$ cat config.mk
export PLATFORM = sky130hd
export DESIGN_NAME = pipe_hazard_ctrl
export DESIGN_NICKNAME = d
export VERILOG_FILES = /design/src/rtl/pipe_hazard_ctrl_pkg.sv /design/src/rtl/pipe_hazard_ctrl_sat_counter.sv /design/src/rtl/pipe_hazard_ctrl.sv
export SDC_FILE = /design/constraint.sdc
export NUM_CORES = 1
export LEC_CHECK = 0
export CORE_MARGIN = 1.5
export CORE_UTILIZATION = 39
export DETAILED_ROUTE_END_ITERATION = 6
export HOLD_SLACK_MARGIN = 0.15
export PLACE_DENSITY = 0.65
export SYNTH_ARGS = -nofsm -noshare
export SYNTH_HDL_FRONTEND = slang
export SYNTH_SLANG_ARGS = --single-unit
$ cat constraint.sdc
create_clock -name clock -period 4.1 [get_ports clock]
set_input_delay 1.23 -clock clock [delete_from_list [all_inputs] [get_ports clock]]
set_output_delay 1.23 -clock clock [all_outputs]
set_load 0.02 [all_outputs]
$ cat src/rtl/pipe_hazard_ctrl_pkg.sv
// Shared pipeline definitions: FSM states, the zero register and field widths.
package pipe_hazard_ctrl_pkg;

  // Register-field width used by the pipeline registers and the hazard compare.
  localparam int REG_W = 5;

  // Width of the internal consecutive-freeze counter.
  localparam int WAIT_W = 16;

  // X31 reads as zero, so a write to it can never create a dependency.
  localparam logic [REG_W-1:0] XZR = 5'd31;

  // Controller state: normal flow, or holding for a data-memory access.
  typedef enum logic {
    RUN      = 1'b0,
    MEM_WAIT = 1'b1
  } state_e;

endpackage

$ cat src/rtl/pipe_hazard_ctrl_sat_counter.sv
// Saturating up-counter: counts enabled cycles and sticks at all-ones.
module sat_counter #(
  parameter int WIDTH = 16
) (
  input  logic             clock,
  input  logic             reset_n,
  input  logic             enable,
  output logic [WIDTH-1:0] count
);

  logic [WIDTH-1:0] count_q;
  logic [WIDTH-1:0] count_d;

  // Next count: step by one when enabled unless already saturated.
  always_comb begin
    count_d = count_q;
    if (enable && !(&count_q)) begin
      count_d = count_q + WIDTH'(1);
    end
  end

  // Count register, cleared by the asynchronous reset.
  always_ff @(posedge clock or negedge reset_n) begin
    if (!reset_n) begin
      count_q <= '0;
    end else begin
      count_q <= count_d;
    end
  end

  assign count = count_q;

endmodule

$ cat src/rtl/pipe_hazard_ctrl.sv
// Hazard and sequencing controller for the five-stage LEGv8 pipeline.
// Drives the write enables and flushes of the pipeline registers, detects
// load-use hazards, flushes wrong-path work on a taken branch, freezes the
// pipeline while data memory is busy, and keeps a wait timeout plus
// saturating performance counters.
//
// Control outputs are Mealy outputs with a fixed priority:
// reset > freeze > taken branch > load-use > normal flow.
module pipe_hazard_ctrl
  import pipe_hazard_ctrl_pkg::*;
#(
  parameter int TIMEOUT = 64,
  parameter int CNT_W   = 16
) (
  input  logic             clock,
  input  logic             reset_n,
  input  logic [REG_W-1:0] id_rn,
  input  logic [REG_W-1:0] id_rmt,
  input  logic             id_uses_rn,
  input  logic             id_uses_rmt,
  input  logic [REG_W-1:0] idex_rd,
  input  logic             idex_memread,
  input  logic             branch_taken,
  input  logic             dmem_req,
  input  logic             dmem_ready,
  output logic             pc_write,
  output logic             ifid_write,
  output logic             pipe_write,
  output logic             ifid_flush,
  output logic             idex_flush,
  output logic             exmem_flush,
  output logic             mem_timeout,
  output logic [CNT_W-1:0] stall_cnt,
  output logic [CNT_W-1:0] flush_cnt,
  output logic [CNT_W-1:0] wait_cnt,
  output state_e           dbg_state
);

  localparam logic [WAIT_W-1:0] TMO_LAST = WAIT_W'(TIMEOUT - 1);

  state_e            state_q, state_d;
  logic [WAIT_W-1:0] wait_run_q, wait_run_d;
  logic              mem_timeout_q, mem_timeout_d;

  logic load_use;
  logic freeze;
  logic stall_en;
  logic flush_en;
  logic wait_en;

  // A load in ID/EX feeding a source of the IF/ID instruction; XZR never counts.
  assign load_use = idex_memread && (idex_rd != XZR) &&
                    ((id_uses_rn  && (idex_rd == id_rn)) ||
                     (id_uses_rmt && (idex_rd == id_rmt)));

  // Memory access outstanding and not completing this cycle.
  assign freeze = ((state_q == RUN) || (state_q == MEM_WAIT)) &&
                  dmem_req && !dmem_ready;

  // Priority-encoded pipeline control and counter enables.
  always_comb begin
    pc_write    = 1'b1;
    ifid_write  = 1'b1;
    pipe_write  = 1'b1;
    ifid_flush  = 1'b0;
    idex_flush  = 1'b0;
    exmem_flush = 1'b0;
    stall_en    = 1'b0;
    flush_en    = 1'b0;
    wait_en     = 1'b0;
    if (!reset_n) begin
      pc_write    = 1'b0;
      ifid_write  = 1'b0;
      pipe_write  = 1'b0;
      ifid_flush  = 1'b1;
      idex_flush  = 1'b1;
      exmem_flush = 1'b1;
    end else if (freeze) begin
      // Everything holds, so a pending branch or hazard is simply deferred.
      pc_write   = 1'b0;
      ifid_write = 1'b0;
      pipe_write = 1'b0;
      wait_en    = 1'b1;
    end else if (branch_taken) begin
      // The dependent instruction of any load-use is itself being flushed.
      ifid_flush  = 1'b1;
      idex_flush  = 1'b1;
      exmem_flush = 1'b1;
      flush_en    = 1'b1;
    end else if (load_use) begin
      // Hold PC and IF/ID, let the load advance, insert one bubble.
      pc_write   = 1'b0;
      ifid_write = 1'b0;
      idex_flush = 1'b1;
      stall_en   = 1'b1;
    end
  end

  // Next state: enter the wait on a freeze, leave once memory completes.
  always_comb begin
    state_d = state_q;
    case (state_q)
      RUN:      if (freeze)  state_d = MEM_WAIT;
      MEM_WAIT: if (!freeze) state_d = RUN;
      default:  state_d = RUN;
    endcase
  end

  // Consecutive-freeze length and the sticky timeout flag.
  always_comb begin
    wait_run_d    = '0;
    mem_timeout_d = mem_timeout_q;
    if (freeze) begin
      wait_run_d = (&wait_run_q) ? wait_run_q : wait_run_q + WAIT_W'(1);
      if (wait_run_q == TMO_LAST) begin
        mem_timeout_d = 1'b1;
      end
    end
  end

  // State, wait-length and timeout registers.
  always_ff @(posedge clock or negedge reset_n) begin
    if (!reset_n) begin
      state_q       <= RUN;
      wait_run_q    <= '0;
      mem_timeout_q <= 1'b0;
    end else begin
      state_q       <= state_d;
      wait_run_q    <= wait_run_d;
      mem_timeout_q <= mem_timeout_d;
    end
  end

  assign mem_timeout = mem_timeout_q;
  assign dbg_state   = state_q;

  sat_counter #(.WIDTH(CNT_W)) u_stall_cnt (
    .clock   (clock),
    .reset_n (reset_n),
    .enable  (stall_en),
    .count   (stall_cnt)
  );

  sat_counter #(.WIDTH(CNT_W)) u_flush_cnt (
    .clock   (clock),
    .reset_n (reset_n),
    .enable  (flush_en),
    .count   (flush_cnt)
  );

  sat_counter #(.WIDTH(CNT_W)) u_wait_cnt (
    .clock   (clock),
    .reset_n (reset_n),
    .enable  (wait_en),
    .count   (wait_cnt)
  );

endmodule

==> results of run 1 <==
==> worst register-to-register path, stage by stage, from the launching register on <==
cell and delay, ns:
dfrtp_1 0.43, ha_1 0.24, and3_1 0.22, and2_4 0.19
a311o_1 0.40, nor3_4 0.36, mux2_1 0.36
==> placed cells by master (no fill, tap or decap), types with 2 or more instances in the layout <==
cell             count
nand3_1             29
a21oi_1              3
nor2_1              25
buf_2                3
clkdlybuf4s50_1     62
xor2_1              18
bufinv_16            2
buf_4               10
and3_1              11
ha_1                 4
o21ai_0              6
dlymetal6s2s_1       8
dlygate4sd2_1        4
mux2_2               4
clkbuf_8            10
nor4_2               2
nand4_1             15
inv_1                6
a31oi_1              2
clkinv_2             2
nor3_4               3
nor2_2               2
xnor2_1             44
dfrtp_1             66
nor4_1               5
nand2_1             38
nor3_1              10
==> per-stage QoR <==
| step | hold slack, ns | instance area (um^2) | util (%) |
|---|---|---|---|
| 2_1_floorplan | 0.466 | 3310 | - |
| 3_3_place_gp | 0.472 | 4250 | 51.8 |
| 3_5_place_dp | 0.465 | 4250 | 51.8 |
| 4_1_cts | 0.481 | 4460 | 54.3 |
| 5_1_grt | 0.508 | 4480 | 54.5 |
| 6_report | 0.481 | 4480 | 54.5 |
==> logic make-up (layout without fill, tap and decap cells) <==
logic type	Yosys count	count (layout)	synth area share, %
buffers and inverters	12	110	1.85
adder cells (fa/ha/maj)	4	4	1.51
AO/OA/AOI/OAI	19	19	4.00
XOR/XNOR	62	62	16.4
AND/OR/NAND/NOR	153	153	24.7
flip-flops	66	66	49.8
multiplexers	5	5	1.70
==> metal layers <==
metal / part of all wire (%) / up-vias
li1: - / 1295
met1: 47 / 1276
met2: 47 / 49
met3: 5.3 / 7
met4: 1.2 / 0
met5: 0 / -
==> how the worst min path moves through the flow <==
stage	slack [ns]	to	start	depth (start not counted)
global route	0.51	mem_timeout$_DFFE_PN0P_	mem_timeout$_DFFE_PN0P_	1
finish	0.48	mem_timeout$_DFFE_PN0P_	mem_timeout$_DFFE_PN0P_	1
detailed placement	0.47	mem_timeout$_DFFE_PN0P_	mem_timeout$_DFFE_PN0P_	1
CTS	0.48	mem_timeout$_DFFE_PN0P_	mem_timeout$_DFFE_PN0P_	1
floorplan	0.47	wait_run_q[1]$_DFFE_PN0P_	wait_run_q[1]$_DFFE_PN0P_	2
global placement	0.47	mem_timeout$_DFFE_PN0P_	mem_timeout$_DFFE_PN0P_	1
==> flip-flops by register name, indices dropped and copies added, names as in the netlist <==
register           count
u_wait_cnt.count      16
wait_run_q            16
u_stall_cnt.count     16
u_flush_cnt.count     16
dbg_state              1
mem_timeout            1
==> layout make-up <==
cell class	count	area [um^2]	area share, %
Inverter	7	26.3	0.586
Timing Repair Buffer	87	846	18.9
Tap cell	105	131	2.93
Clock buffer	11	141	3.16
Sequential cell	66	1650	36.9
Multi-Input combinational cell	243	1610	35.9
Clock inverter	5	77.6	1.73
==> repair_timing <==
item,4_1_cts,5_1_grt
setup endpoints to repair,3,4
pin swaps,3,5
endpoints found under the hold margin,0,0
hold buffers,0,0
resized for setup,19,8
==> power by group <==
group	switching, mW	leakage (nW)	total, mW	internal [mW]
Clock	0.241	0.109	0.598	0.357
Combinational	0.163	0.967	0.329	0.166
Sequential	0.0676	0.892	0.771	0.704
Total	0.472	1.97	1.70	1.23
==> results.tsv, run 1 <==
stage	metric	value	unit
outcome	status	complete, no violations	
power	power_density	379	nW/um^2
placed_design	portBuffers	78	
critical_path	r2r-end	u_stall_cnt.count[1]$_DFFE_PN0P_	
cells_and_area	n_antenna_cell	0	
synth	yosys.area.top_type	dfrtp_1	
timing	clock-skew-final	0.00943	ns
synth	synth_top_area_share	49.8	%
synth	cell_area_synth	3310	um^2
power	irDropWorstVdd	0.322	mV
cells_and_area	post_layout_nonfiller_instances	524	
clock_tree	clk_pin_slew	0.07	ns
floorplan	die_x	95.2	um
global_route	top_usage_layer_grt	met2	
worst_hold_path	min-delay-path-class	reg -> reg	
synth	ys_warn_count	0	
critical_path	cpMostUsedCell	nor2_2	
cells_and_area	syn_to_final_growth	35.2	%
route	routed_via_density	5.01	
route	drc_errors	0	
timing	final-max-slew-violation-count	0	
critical_path	cp_max_fo	3	
floorplan	boundaryPins	79	
critical_path	cp_cell_sequence	clkdlybuf4s50_1 > xor2_1 > nor4_2 > a32oi_1 > or2_1 > nor2_2 > nor2_2 > buf_2	
clock_tree	clk_root_buffer_cell	clkbuf_8	
global_route	use_met1	23.1	%
critical_path	buffers_plus_inverters_on_the_worst_setup_path	2	
global_route	grt_use_met2	27.0	%
critical_path	reg2reg_setup_slack	1.79	ns
synth	postSynthCellCount	321	
timing	setup_violations	0	
power	total_leakage_power	1.97	nW
synth	yosys_register_bits	66	
route	wl_per_cell	13.8	um
synth	post-synth-top-count-cell	dfrtp_1	
synth	postSynthNetCount	348	
timing	hold_violations	0	
timing	grt_setup_unrepaired	false	
clock_tree	cts.repair_timing.setup_buffer_count	0	
critical_path	critical_path.startpoint	id_rmt[4]	
critical_path	worst_ep_arrival_time	2.75	ns
critical_path	cp.required	2.87	ns
clock_tree	clock_latency	0.34	ns
cells_and_area	final_net_count	441	
synth	asyncSetResetFlopFracSynth	100	%
clock_tree	clock_tree.buffer_depth	2	
timing	post-route-period-util	97.0	%
route	dr.pass1.iters	4	
flow_run	drv_cap	0	
cells_and_area	final_layout_size_suffix_gt1_share	11.2	%
timing	worst_path_setup_slack_after_routing	0.123	ns
synth	synth_common_cells	dfrtp_1 (66), xnor2_1 (44), nand2_1 (38)	
critical_path	worstSetupEndpointType	output port	
global_route	groute.usage.overall	17.5	%
global_route	first_pass_grt_wire_length	12300	um
critical_path	ff_to_ff_path_depth	6	
clock_tree	cts_tree	yes	
placed_design	placed_wire_length_estimate	5270	um
route	sum_of_routed_wire_length_over_all_layers	7260	um
timing	slew_headroom	43.2	%
clock_tree	cts-buffers-inserted	9	
critical_path	critical-path-slowest-cell	clkdlybuf4s50_1	
synth	synth_ff_type	dfrtp_1	
placed_design	pre_cts_slack	-0.552	ns
timing	worst_slew_pin_slew	0.852	ns
global_route	grt_max_degree	69	
global_route	first_global_vias	2649	
route	antenna_left	0	
synth	post_synth_num_cell_types	45	
synth	synth-edff-count	0	
route	1st_iter_drt_viols	76	
placed_design	placed_cell_count	508	
global_route	global_route.overflow_total	0	
critical_path	critPathMaxStageDelay	0.47	ns
floorplan	die_area	9060	um^2
synth	synth.area.top_cells	dfrtp_1 (50%), xnor2_1 (12%), xor2_1 (4.8%)	
floorplan	placementRows	33	
global_route	global_route.usage.met3	6.46	%
critical_path	worst_path_dominant_cell_family	buffers and inverters	
critical_path	start_kind	primary input	
cells_and_area	n_fill_cell	751	
floorplan	design.core.area	8220	um^2
critical_path	cp-endpoint	pc_write	
clock_tree	cts_num_sinks	66	
clock_tree	cts_max_level	3	
critical_path	startpoint_of_the_worst_slack_reg_to_reg_timing_path	u_stall_cnt.count[0]$_DFFE_PN0P_	
critical_path	timing_worst_setup_path_type	in -> out	
floorplan	starting_density_of_the_core	40.3	%
synth	post_synth.cell_area_avg	10.3	um^2
global_route	antenna_violations_before_repair	0	
timing	maxClockFrequency	0.251	GHz
route	detailroute.via_count	2627	
timing	period_needed	3.98	ns
synth	seq_area_frac_synth	49.8	%
critical_path	worstSetupPathDepth	8	
floorplan	die_y	95.2	um
power	total_power	1.70	mW
placed_design	gpl.final_weighted_congestion	0.843	
timing	tns	0	ns
(Power assumes the default switching activity.)
==> run 2: changes to the inputs <==
--- a/config.mk
+++ b/config.mk
@@ -5,11 +5,13 @@
 export SDC_FILE = /design/constraint.sdc
 export NUM_CORES = 1
 export LEC_CHECK = 0
+export CELL_PAD_IN_SITES_DETAIL_PLACEMENT = 1
+export CELL_PAD_IN_SITES_GLOBAL_PLACEMENT = 2
 export CORE_MARGIN = 1.5
-export CORE_UTILIZATION = 39
+export CORE_UTILIZATION = 33
 export DETAILED_ROUTE_END_ITERATION = 6
 export HOLD_SLACK_MARGIN = 0.15
-export PLACE_DENSITY = 0.65
+export PLACE_DENSITY_LB_ADDON = 0.1
 export SYNTH_ARGS = -nofsm -noshare
 export SYNTH_HDL_FRONTEND = slang
 export SYNTH_SLANG_ARGS = --single-unit
==> constraint.sdc (replaced) <==
create_clock -name clock -period 4.8 [get_ports clock]
set_input_delay 1.44 -clock clock [delete_from_list [all_inputs] [get_ports clock]]
set_output_delay 1.44 -clock clock [all_outputs]
set_load 0.02 [all_outputs]
==> run 2 against run 1 <==
Against the previous run: final area shrank 0.45%; cell count grew 5.5%; core utilization shrank 8.9 points; clock-buffer cell count grew 1; routed wire length grew 12%; sequential share of layout area grew 0.17 points; worst hold slack gained 0.019 ns; via count grew 2.4%; total power shrank 20%; non-clock buffer count grew 2; highest routed layer unchanged.
==> results.tsv, run 2 (synthesis gave the netlist of run 1 again) <==
stage	metric	value	unit	change
outcome	status	complete, no violations		
critical_path	timing_worst_setup_path_type	in -> out		
cells_and_area	final-seq-area	1650	um^2	unchanged
power	share_seq_of_total_power	48.4	%	+3.0 points
placed_design	portBuffers	78		unchanged
route	routed_via_density	4.86		-3.0%
clock_tree	cts-buffers-inserted	9		unchanged
floorplan	boundaryPins	79		unchanged
global_route	antenna_violations_before_repair	0		unchanged
clock_tree	cts_num_sinks	66		unchanged
cells_and_area	syn_to_final_growth	34.6	%	
clock_tree	cts_max_level	3		unchanged
route	antenna_left	0		unchanged
cells_and_area	layout.cells.most_common	clkdlybuf4s50_1		
flow_run	drv_cap	0		unchanged
floorplan	starting_density_of_the_core	33.9	%	-6.4 points
power	switching_power	0.410	mW	-13%
global_route	top_usage_layer_grt	met2		
timing	final-max-slew-violation-count	0		unchanged
timing	clock-skew-final	0.00734	ns	-0.00209 ns
cells_and_area	final_layout_size_suffix_gt1_share	11.2	%	-0.027 points
worst_hold_path	hold_path_end	u_flush_cnt.count[5]$_DFFE_PN0P_		
power	total_leakage_power	1.88	nW	-4.5%
global_route	use_met1	22.0	%	-1.1 points
critical_path	worst_ep_arrival_time	3.21	ns	+0.46 ns
global_route	global_route.usage.met3	5.58	%	-0.88 points
power	irDropWorstVdd	0.201	mV	-38%
route	detailroute.via_count	2689		+2.4%
worst_hold_path	min-delay-start	u_flush_cnt.count[5]$_DFFE_PN0P_		
power	power.share.clock	30.6	%	-4.6 points
cells_and_area	commonest_cells_after_routing_fill_and_taps_aside	clkdlybuf4s50_1 (73), dfrtp_1 (66), xnor2_1 (44)		
route	1st_iter_drt_viols	32		-58%
timing	setup_violations	0		unchanged
floorplan	die_area	10700	um^2	+18%
route	dr.pass1.iters	4		unchanged
route	drc_errors	0		unchanged
floorplan	placementRows	36		+9.1%
critical_path	r2r-end	u_stall_cnt.count[1]$_DFFE_PN0P_		
critical_path	worstSetupEndpointType	output port		
global_route	first_global_vias	2748		+3.7%
route	sum_of_routed_wire_length_over_all_layers	8160	um	+12%
floorplan	die_x	103	um	+8.4%
timing	slew_headroom	61.8	%	+19 points
power	comb_power_share	21.0	%	+1.7 points
timing	grt_setup_unrepaired	false		
cells_and_area	n_fill_cell	1136		+51%
floorplan	design.core.area	9770	um^2	+19%
timing	period_needed	4.65	ns	
clock_tree	clock_tree.buffer_depth	2		unchanged
worst_hold_path	min_path_cells	1		unchanged
global_route	global_route.overflow_total	0		unchanged
critical_path	cp_max_fo	4		+1
timing	worst_slew_pin_slew	0.568	ns	-0.284 ns
worst_hold_path	min-delay-path-class	reg -> reg		
timing	post-route-period-util	96.9	%	
global_route	first_pass_grt_wire_length	13700	um	+11%
critical_path	start_kind	primary input		
critical_path	startpoint_of_the_worst_slack_reg_to_reg_timing_path	u_stall_cnt.count[0]$_DFFE_PN0P_		
clock_tree	clk_pin_slew	0.07	ns	about the same
floorplan	die_y	103	um	+8.4%
critical_path	ff_to_ff_path_depth	6		unchanged
power	total_power	1.37	mW	-20%
clock_tree	cts.repair_timing.setup_buffer_count	0		unchanged
cells_and_area	multi_input_area	1600	um^2	-0.16%
timing	final.hold.worst_slack	0.500	ns	+0.0190 ns
timing	worst_path_setup_slack_after_routing	0.151	ns	+0.0271 ns
global_route	groute.usage.overall	16.9	%	-0.56 points
cells_and_area	final_net_count	443		+0.45%
cells_and_area	post_layout_nonfiller_instances	553		+5.5%
placed_design	gpl.final_weighted_congestion	0.732		-13%
placed_design	placed_cell_count	538		+5.9%
critical_path	reg2reg_setup_slack	2.52	ns	+0.73 ns
cells_and_area	n_antenna_cell	0		unchanged
global_route	grt_max_degree	32		-54%
power	p_int	0.957	mW	-22%
clock_tree	clock_latency	0.34	ns	about the same
clock_tree	clk_root_buffer_cell	clkbuf_8		
placed_design	pre_cts_slack	-0.412	ns	+0.140 ns
clock_tree	cts_tree	yes		
power	power_density	306	nW/um^2	-19%
global_route	grt_use_met2	27.6	%	+0.63 points
power	sw_frac_of_total	30.0	%	+2.3 points
route	wl_per_cell	14.8	um	+6.6%
critical_path	cp.required	3.36	ns	+0.49 ns
placed_design	placed_wire_length_estimate	6150	um	+17%
timing	hold_violations	0		unchanged
timing	maxClockFrequency	0.215	GHz	
==> run 2: critical path: stages <==
cell,delay (ns)
clkdlybuf4s50_1,0.46
xor2_1,0.20
nor4_2,0.26
a32oi_1,0.16
or2_4,0.30
o211ai_1,0.18
buf_2,0.20
==> run 2: timing repair <==
action                                  4_1_cts  5_1_grt
hold buffers                                  0        0
pin swaps                                     0        1
endpoints found under the setup margin        3        2
resized for setup                             8        4
==> run 2: final cells by class <==
class / instances / share of cell area (%)
clock buffer: 12 / 3.48
clock inverter: 3 / 0.337
inverter: 7 / 0.589
multi-input combinational: 243 / 36.0
sequential: 66 / 37.0
tap: 133 / 3.73
timing repair buffer: 89 / 18.9
==> run 2: routing by layer <==
metal / wire, um / up-vias
li1: - / 1298
met1: 3710 / 1340
met2: 4030 / 42
met3: 361 / 9
met4: 67 / 0
met5: 0 / -
==> run 2: worst max-delay path by stage <==
stage,start,end,slack [ns],cells past startpoint
6_report,idex_rd[0],idex_flush,0.15,7
5_1_grt,idex_rd[0],idex_flush,0.02,7
4_1_cts,idex_rd[0],ifid_write,0.04,8
3_5_place_dp,idex_rd[4],idex_flush,-0.41,7
3_3_place_gp,idex_rd[4],idex_flush,-0.31,7
2_1_floorplan,idex_rd[0],pc_write,0.50,8
==> run 2: stage by stage <==
stage	util (%)	instance area, um^2	setup TNS (ns)
6_report	45.6	4460	0
3_3_place_gp	44.0	4300	-0.737
3_5_place_dp	44.0	4300	-0.962
5_1_grt	45.6	4460	0
2_1_floorplan	-	3310	0
4_1_cts	45.7	4470	0
==> run 2: power by group through the flow <==
stage / registers (mW) / logic, mW / clock network, mW
after floorplan: 0.715 / 0.0842 / 0
after global placement: 0.672 / 0.286 / 0
after detailed placement: 0.671 / 0.294 / 0
after CTS: 0.663 / 0.293 / 0.440
after global routing: 0.671 / 0.313 / 0.459
final: 0.662 / 0.288 / 0.418
